[src/rtl/lap_recorder_pkg.sv]
// Shared types and default sizes for the lap recorder: FSM encoding and
// BCD word geometry of the stopwatch count.
package lap_recorder_pkg;

  localparam int BCD_W      = 4;
  localparam int BCD_DIGITS = 6;
  localparam int DEPTH_DEF  = 16;
  localparam int AW_DEF     = 4;
  localparam int DW_DEF     = BCD_W * BCD_DIGITS;

  typedef enum logic [1:0] {
    ST_IDLE      = 2'd0,
    ST_WRITE     = 2'd1,
    ST_READ      = 2'd2,
    ST_READ_WAIT = 2'd3
  } lap_state_e;

endpackage

[src/rtl/lap_recorder_key_sync.sv]
// Two-flop synchronizer for a raw (already debounced) key, followed by a
// rising-edge detector producing a one-cycle pulse.
module key_sync_edge (
  input  logic clk_50Mhz,
  input  logic rst,
  input  logic key_i,
  output logic pulse_o
);

  // [0],[1] synchronize; [2] remembers the previous synchronized level
  logic [2:0] sync_q;

  always_ff @(posedge clk_50Mhz or negedge rst) begin
    if (!rst) sync_q <= '0;
    else      sync_q <= {sync_q[1:0], key_i};
  end

  assign pulse_o = sync_q[1] & ~sync_q[2];

endmodule

[src/rtl/lap_recorder.sv]
// Lap-time recorder: stores snapshots of the live BCD count into an external
// single-port RAM and replays them one at a time for the display stage.
module lap_recorder
  import lap_recorder_pkg::*;
#(
  parameter int DEPTH  = DEPTH_DEF,
  parameter int AW     = AW_DEF,
  parameter int DW     = DW_DEF,
  parameter int RD_LAT = 2
) (
  input  logic          clk_50Mhz,
  input  logic          rst,
  input  logic          key_lap,
  input  logic          key_recall,
  input  logic          clr,
  input  logic [DW-1:0] dispbuf,
  input  logic [DW-1:0] ram_q,
  output logic [AW-1:0] ram_addr,
  output logic [DW-1:0] ram_data,
  output logic          ram_wren,
  output logic [DW-1:0] rec_disp,
  output logic          rec_valid,
  output logic [AW:0]   lap_count,
  output logic          full
);

  localparam logic [AW:0] DEPTH_C   = (AW + 1)'(DEPTH);
  localparam logic [1:0]  WAIT_LAST = 2'(RD_LAT - 1);

  logic lap_ev, recall_ev;

  key_sync_edge u_sync_lap (
    .clk_50Mhz (clk_50Mhz),
    .rst       (rst),
    .key_i     (key_lap),
    .pulse_o   (lap_ev)
  );

  key_sync_edge u_sync_recall (
    .clk_50Mhz (clk_50Mhz),
    .rst       (rst),
    .key_i     (key_recall),
    .pulse_o   (recall_ev)
  );

  lap_state_e    state_q;
  logic [AW-1:0] addr_q;
  logic [DW-1:0] data_q;
  logic          wren_q;
  logic [DW-1:0] rec_disp_q;
  logic          rec_valid_q;
  logic [AW:0]   cnt_q;
  logic          full_q;
  logic [AW:0]   ptr_q;
  logic [1:0]    wait_q;

  logic [AW:0]   cnt_d;
  logic [AW:0]   ptr_d;

  assign cnt_d = cnt_q + 1'b1;
  // Recall pointer walks 0..lap_count-1 and wraps
  assign ptr_d = (ptr_q + 1'b1 == cnt_q) ? '0 : ptr_q + 1'b1;

  always_ff @(posedge clk_50Mhz or negedge rst) begin
    if (!rst) begin
      state_q     <= ST_IDLE;
      addr_q      <= '0;
      data_q      <= '0;
      wren_q      <= 1'b0;
      rec_disp_q  <= '0;
      rec_valid_q <= 1'b0;
      cnt_q       <= '0;
      full_q      <= 1'b0;
      ptr_q       <= '0;
      wait_q      <= '0;
    end else if (clr) begin
      state_q     <= ST_IDLE;
      wren_q      <= 1'b0;
      rec_disp_q  <= '0;
      rec_valid_q <= 1'b0;
      cnt_q       <= '0;
      full_q      <= 1'b0;
      ptr_q       <= '0;
    end else begin
      case (state_q)
        ST_IDLE: begin
          // A lap press always shadows a simultaneous recall press
          if (lap_ev) begin
            if (!full_q) begin
              data_q      <= dispbuf;
              addr_q      <= cnt_q[AW-1:0];
              wren_q      <= 1'b1;
              rec_valid_q <= 1'b0;
              state_q     <= ST_WRITE;
            end
          end else if (recall_ev && cnt_q != '0) begin
            addr_q  <= ptr_q[AW-1:0];
            wait_q  <= '0;
            state_q <= ST_READ_WAIT;
          end
        end
        ST_WRITE: begin
          wren_q  <= 1'b0;
          cnt_q   <= cnt_d;
          full_q  <= (cnt_d == DEPTH_C);
          state_q <= ST_IDLE;
        end
        ST_READ_WAIT: begin
          if (wait_q == WAIT_LAST) begin
            rec_disp_q  <= ram_q;
            rec_valid_q <= 1'b1;
            ptr_q       <= ptr_d;
            state_q     <= ST_IDLE;
          end else begin
            wait_q <= wait_q + 1'b1;
          end
        end
        default: state_q <= ST_IDLE;
      endcase
    end
  end

  assign ram_addr  = addr_q;
  assign ram_data  = data_q;
  // clr must suppress a write already under way in the same cycle
  assign ram_wren  = wren_q & ~clr;
  assign rec_disp  = rec_disp_q;
  assign rec_valid = rec_valid_q;
  assign lap_count = cnt_q;
  assign full      = full_q;

endmodule

[config.mk]
export PLATFORM = sky130hd
export DESIGN_NAME = lap_recorder
export DESIGN_NICKNAME = d
export VERILOG_FILES = /design/src/rtl/lap_recorder_pkg.sv /design/src/rtl/lap_recorder_key_sync.sv /design/src/rtl/lap_recorder.sv
export SDC_FILE = /design/constraint.sdc
export NUM_CORES = 1
export LEC_CHECK = 0
export ABC_AREA = 1
export BUFFER_PORTS_ARGS = -buffer_cell sky130_fd_sc_hd__clkbuf_2
export CELL_PAD_IN_SITES_DETAIL_PLACEMENT = 1
export CELL_PAD_IN_SITES_GLOBAL_PLACEMENT = 1
export CORE_MARGIN = 2
export CORE_UTILIZATION = 28
export CTS_CLUSTER_SIZE = 28
export DETAILED_ROUTE_END_ITERATION = 8
export PLACE_DENSITY = 0.69
export RECOVER_POWER = 25
export SYNTH_ARGS = -nofsm -noshare
export SYNTH_HDL_FRONTEND = slang
export SYNTH_SLANG_ARGS = --single-unit
[constraint.sdc]
create_clock -name clk_50Mhz -period 1.3 [get_ports clk_50Mhz]
set_input_delay 0.26 -clock clk_50Mhz [delete_from_list [all_inputs] [get_ports clk_50Mhz]]
set_output_delay 0.26 -clock clk_50Mhz [all_outputs]
set_load 0.05 [all_outputs]
==> results of run 1 <==
## synthesized netlist by cell type, types with 2 or more instances
master      n  area share [%]
xor2_1      3            0.81
nand2_1   164              19
o22ai_1     2            0.38
inv_1      18             2.1
dfrtp_1    75              58
inv_2       3            0.35
nor2_4      3             1.0
nand3_1     8             1.2
nand2_4     2            0.69
o21ai_0    35             5.4
buf_6       4             1.4
clkbuf_1    2            0.23
nand3b_1    2            0.46
o21ai_1     6            0.92
nor2_1      9             1.0
ha_1        5             1.9
nand4_1     6             1.2
nor2_2      2            0.38
or2_2       2            0.38
buf_2       4            0.61
a21oi_1     4            0.61
## layout make-up
type                            count  area (um^2)  share of cell area (%)
Clock buffer                       10          229                    4.32
Clock inverter                      5          103                    1.94
Inverter                           22         90.1                    1.70
Multi-Input combinational cell    261         1590                    29.9
Sequential cell                    75         1890                    35.7
Tap cell                          143          179                    3.38
Timing Repair Buffer              159         1220                    23.1
## logic make-up (layout without fill, tap and decap cells)
kind of cell             after synthesis  after routing  synth area share (%)
AND/OR/NAND/NOR                      201            202                  26.2
flip-flops                            75             75                  57.5
AO/OA/AOI/OAI                         50             50                  8.02
buffers and inverters                 34            196                  5.22
adder cells (fa/ha/maj)                5              5                  1.92
XOR/XNOR                               4              4                  1.07
## power breakdown
part           total [mW]  switching (mW)  internal [mW]
combinational        3.06            2.09          0.972
sequential           2.99           0.278           2.71
clock                2.82           0.959           1.86
total                8.88            3.33           5.55
## state kept, by name, indices dropped and copies added, names as in the netlist
name and count:
full 1, lap_count 5, ptr_q 5, ram_addr 4, ram_data 24, rec_disp 24
rec_valid 1, state_q 2, u_sync_lap.sync_q 3, u_sync_recall.sync_q 3, wait_q 2, wren_q 1
## worst register-to-register path: stages, from the launching register on
cell	delay [ns]
dfrtp_2	0.42
ha_4	0.28
xnor2_2	0.10
nand2_1	0.06
nor2_1	0.10
nand4_1	0.22
nand2_1	0.16
nand2_1	0.06
## metal layers
layer	part of all wire (%)	routed length, um	GRT usage, %
met1	44	4530	21.1
met2	51	5190	27.7
met3	4.1	423	3.97
met4	1.3	133	4.23
met5	0	0	0
## final timing paths
path	cells after the start	from	to
max	7	ptr_q[0]	ptr_q[0]
min	1	key_recall	u_sync_recall.sync_q[0]
max reg2reg	7	ptr_q[0]	ptr_q[0]
min reg2reg	0	u_sync_recall.sync_q[0]	u_sync_recall.sync_q[1]
max in group asynchronous	3	rst	rec_disp[5]
min in group asynchronous	2	rst	lap_count[4]
## timing repair
item / 4_1_cts / 5_1_grt
hold buffers: 1 / 0
resized for setup: 99 / 84
gates cloned: 7 / 1
pin swaps: 13 / 19
buffers inserted: 11 / 9
endpoints found under the hold margin: 21 / 0
setup endpoints to repair: 45 / 77
## through the flow
step | hold slack, ns | worst slack, ns | total power [mW] | area [um^2] | TNS [ns]
after floorplan | -0.0356 | -0.143 | 4.70 | 3300 | -1.16
after global placement | 0.193 | -0.125 | 5.44 | 4210 | -2.06
after detailed placement | 0.192 | -0.162 | 5.50 | 4210 | -3.04
after CTS | 0.0287 | -0.178 | 8.81 | 5090 | -3.81
after global routing | 0.0229 | -0.298 | 9.30 | 5300 | -7.23
final | 0.0376 | -0.213 | 8.88 | 5300 | -2.64
==> flow_summary_export.csv, run 1 <==
group,metric,value,unit
final_layout,nFillCells,1307,
synthesis,synth_warnings,0,
clocking,cts_root_buf,"clkbuf_16",
routing,routedWlPerCell,15.2,um
synthesis,ys_seq_area_share,57.5,%
synthesis,syn_inst,369,
critical_path,cpMostUsedCell,"nand2_1",
clocking,cts_sinks,75,
place,place.gp.congestion,0.776,
routing,drc,0,
routing,drt_iter0_drc,125,
critical_path,r2r_slack,-0.21,ns
floorplanning,ios,113,
floorplanning,initial_core_util,28.7,%
routing,viasPerCell,4.61,
final_layout,area_delta_synth_final,62.3,%
critical_path,crit_family,"simple AND/OR/NAND/NOR gates",
critical_path,worstPathArrival,1.72,ns
timing,fin_skew,0.00784,ns
final_layout,layout_commonest_cell,"nand2_1",
synthesis,synth_seq_cells,75,
outcome,violations,"setup timing",
routing,dr.pass1.iters,4,
synthesis,synth_edf_count,0,
critical_path,crit_chain,"ha_4 -> xnor2_2 -> nand2_1 -> nor2_1 -> nand4_1 -> nand2_1 -> nand2_1",
floorplanning,core,11400,um^2
job,drv_cap,0,
timing,worst_slew_pin_slew,0.652,ns
clocking,clkLatencyLatePin,0.33,ns
critical_path,slowest_stage,"dfrtp_2",
global_routing,antenna_found_initial,0,
global_routing,grt-ovfl-total,0,
hold_path,min_path_type,"primary input to register",
floorplanning,row_count,39,
floorplanning,dieHeight,112,um
place,io_buffers,112,
pwr,leakagePower,2.71,nW
global_routing,grt_start_max_net_pins,28,
clocking,clkSlewWorstSetupHoldPaths,0.06,ns
final_layout,nets,586,
global_routing,grt_pass1_vias,3402,
critical_path,start_kind,"register",
floorplanning,die_area,12500,um^2
timing,maxSlewHeadroom,56.6,%
timing,rsz0062_at_grt,"yes",
routing,wl,10.3,mm
pwr,vdd_ir_drop_max,0.834,mV
final_layout,drive_gt1_share,49.8,%
outcome,status,"complete, but fails checks",
critical_path,critPathCaptureType,"register",
clocking,numCtsBuffers,9,
final_layout,utilization,46.6,%
timing,fmax,661,MHz
final_layout,n_antenna_cell,0,
synthesis,synth_cell_types,31,
synthesis,syn_area_per_cell,8.84,um^2
critical_path,cpPeakStageDelay,0.42,ns
timing,slew_viol_final,0,
critical_path,path_class,"register to register",
clocking,htree_num_levels,3,
clocking,cts_tree,"done",
timing,period_minus_slack,1.51,ns
global_routing,grt_use_total,16.3,%
critical_path,cp.required,1.51,ns
floorplanning,die_x,112,um
routing,ant_nets,0,
place,dpl.hpwl,6.47,mm
global_routing,grt_pass1_wl,16.5,mm
critical_path,critPathMaxFanout,5,
place,place_inst,638,
final_layout,final_cells,675,
clocking,cts_buffer_depth,2,
synthesis,ys.flop_type,"dfrtp_1",
timing,fin_crit_sh,116,%
synthesis,async_reset_ff_share,100,%
timing,hold_viol,0,
critical_path,path_buf_inv,0,
final_layout,final_cell_mix,"nand2_1 (135), clkbuf_2 (88), dfrtp_1 (66)",
timing,worst_slack,-0.213,ns
synthesis,netlist_area,3260,um^2
timing,setup_viol,42,
routing,vias,3111,
pwr,power_per_cell_area,1680,nW/um^2
synthesis,syn_nets,427,
Power figures use the tool's default switching activity.
==> run 2, diff against run 1 <==
--- a/config.mk
+++ b/config.mk
@@ -6,14 +6,14 @@
 export NUM_CORES = 1
 export LEC_CHECK = 0
 export ABC_AREA = 1
-export BUFFER_PORTS_ARGS = -buffer_cell sky130_fd_sc_hd__clkbuf_2
 export CELL_PAD_IN_SITES_DETAIL_PLACEMENT = 1
 export CELL_PAD_IN_SITES_GLOBAL_PLACEMENT = 1
 export CORE_MARGIN = 2
 export CORE_UTILIZATION = 28
 export CTS_CLUSTER_SIZE = 28
 export DETAILED_ROUTE_END_ITERATION = 8
-export PLACE_DENSITY = 0.69
+export DONT_BUFFER_PORTS = 1
+export PLACE_DENSITY = 0.57
 export RECOVER_POWER = 25
 export SYNTH_ARGS = -nofsm -noshare
 export SYNTH_HDL_FRONTEND = slang
==> flow_summary_export.csv, run 2 (same netlist as run 1, synthesis figures left out) <==
group,metric,value,unit
outcome,status,"complete, but fails checks",
critical_path,cpPeakStageDelay,0.34,ns
critical_path,slowest_stage,"dfrtp_1",
final_layout,drive_gt1_share,47.6,%
clocking,cts_buffer_depth,2,
global_routing,grt_start_max_net_pins,76,
routing,dr.pass1.iters,4,
place,dpl.hpwl,5.89,mm
routing,vias,2686,
critical_path,crit_path_end,"rec_disp[1]",
pwr,power_per_cell_area,1700,nW/um^2
pwr,power.total,8.49,mW
routing,drc,0,
outcome,violations,"hold timing, setup timing",
global_routing,grt_use_total,14.9,%
clocking,clkLatencyLatePin,0.33,ns
timing,setup_viol,53,
critical_path,worstPathArrival,1.72,ns
timing,slew_viol_final,0,
critical_path,crit_chain,"inv_1 -> ha_2 -> or2_4 -> nand2_8 -> buf_12 -> clkbuf_16 -> nand2_2 -> o21ai_1",
critical_path,r2r-start,"wait_q[1]",
floorplanning,dieHeight,112,um
critical_path,r2r_slack,-0.16,ns
routing,drt_iter0_drc,88,
place,place.gp.congestion,0.753,
final_layout,final_cell_mix,"nand2_1 (97), dfrtp_1 (56), nand2_2 (35)",
timing,fin_crit_sh,113,%
global_routing,antenna_found_initial,0,
global_routing,grt_pass1_vias,2796,
clocking,cts_tree,"done",
critical_path,worstRegToRegCells,8,
pwr,leakagePower,2.39,nW
hold_path,min_path_type,"primary input to asynchronous set/reset pin",
timing,fmax,683,MHz
clocking,postCtsHoldBufs,2,
floorplanning,initial_core_util,28.7,%
timing,rsz0062_at_grt,"yes",
floorplanning,row_count,39,
place,io_buffers,0,
critical_path,critPathCaptureType,"register",
floorplanning,die_area,12500,um^2
timing,maxSlewHeadroom,62.8,%
routing,wl,10.1,mm
timing,holdWs,-0.377,ns
final_layout,nFillCells,1271,
routing,ant_nets,0,
critical_path,cp_num_cells,8,
critical_path,path_buf_inv,3,
clocking,htree_num_levels,3,
floorplanning,ios,113,
timing,period_minus_slack,1.46,ns
timing,hold_viol,75,
final_layout,area_delta_synth_final,53.0,%
final_layout,nets,485,
critical_path,path_class,"register to register",
floorplanning,core,11400,um^2
routing,routedWlPerCell,17.6,um
timing,worst_slew_pin_slew,0.558,ns
clocking,cts_root_buf,"clkbuf_16",
final_layout,n_antenna_cell,0,
clocking,clkSlewWorstSetupHoldPaths,0.06,ns
final_layout,layout_commonest_cell,"nand2_1",
routing,viasPerCell,4.68,
floorplanning,die_x,112,um
clocking,numCtsBuffers,9,
critical_path,critPathMaxFanout,5,
critical_path,crit_start,"wait_q[1]",
critical_path,start_kind,"register",
global_routing,grt-ovfl-total,0,
job,drv_cap,0,
pwr,vdd_ir_drop_max,1.10,mV
timing,fin_skew,0.00592,ns
global_routing,grt_pass1_wl,14.6,mm
critical_path,reg2reg_to,"rec_disp[1]",
critical_path,crit_family,"simple AND/OR/NAND/NOR gates",
critical_path,cp.required,1.55,ns
clocking,cts_sinks,75,
timing,worst_slack,-0.164,ns
## run 2: how the worst min path moves through the flow
stage	slack [ns]	to	cells after the start	startpoint
3_3_place_gp	-0.03	lap_count[3]	0	rst
5_1_grt	-0.40	u_sync_recall.sync_q[2]	0	rst
2_1_floorplan	-0.04	full	0	rst
6_report	-0.38	u_sync_recall.sync_q[2]	0	rst
4_1_cts	-0.40	u_sync_recall.sync_q[2]	0	rst
3_5_place_dp	-0.03	lap_count[3]	0	rst
## run 2: per-stage QoR
| step | TNS, ns | worst slack (ns) | instances | util [%] | area, um^2 |
|---|---|---|---|---|---|
| after floorplan | -1.16 | -0.143 | 369 | - | 3300 |
| after global placement | -2.89 | -0.136 | 531 | 32.1 | 3650 |
| after detailed placement | -3.82 | -0.171 | 531 | 32.1 | 3650 |
| after CTS | -3.70 | -0.166 | 556 | 37.7 | 4280 |
| after global routing | -8.55 | -0.278 | 574 | 43.9 | 4990 |
| final | -4.54 | -0.164 | 574 | 43.9 | 4990 |
## run 2: cell type report
| class | count | area, um^2 | area share, % |
|---|---|---|---|
| Clock buffer | 13 | 260 | 5.21 |
| Clock inverter | 2 | 60.1 | 1.20 |
| Inverter | 22 | 97.6 | 1.95 |
| Multi-Input combinational cell | 261 | 1740 | 34.8 |
| Sequential cell | 75 | 1900 | 38.1 |
| Tap cell | 143 | 179 | 3.58 |
| Timing Repair Buffer | 56 | 736 | 14.7 |
| Timing Repair inverter | 2 | 20.0 | 0.401 |
## run 2: power by group
part | internal, mW | switching [mW] | leakage (nW)
registers | 2.70 | 1.52 | 0.941
clock network | 1.78 | 0.912 | 0.156
logic | 0.802 | 0.777 | 1.29
total | 5.28 | 3.21 | 2.39
## run 2: worst reg2reg max path: cells and delay by family (launching register included)
family / cells / cell delay [ns]
buf+inv: 3 / 0.35
flops: 1 / 0.34
fa+ha+maj: 1 / 0.19
simple gates: 3 / 0.43
compound gates: 1 / 0.09
## run 2: timing repair
item,CTS,global route
resized for setup,53,148
hold endpoints to repair,77,75
setup buffers,3,11
gates cloned,5,8
pin swaps,12,26
endpoints found under the setup margin,43,71
## run 2: per-layer routing
metal,track usage [%],up-vias,wire length (um)
li1,-,1290,-
met1,18.3,1311,4190
met2,24.4,75,5110
met3,5.33,10,641
met4,5.45,0,140
met5,0,-,0
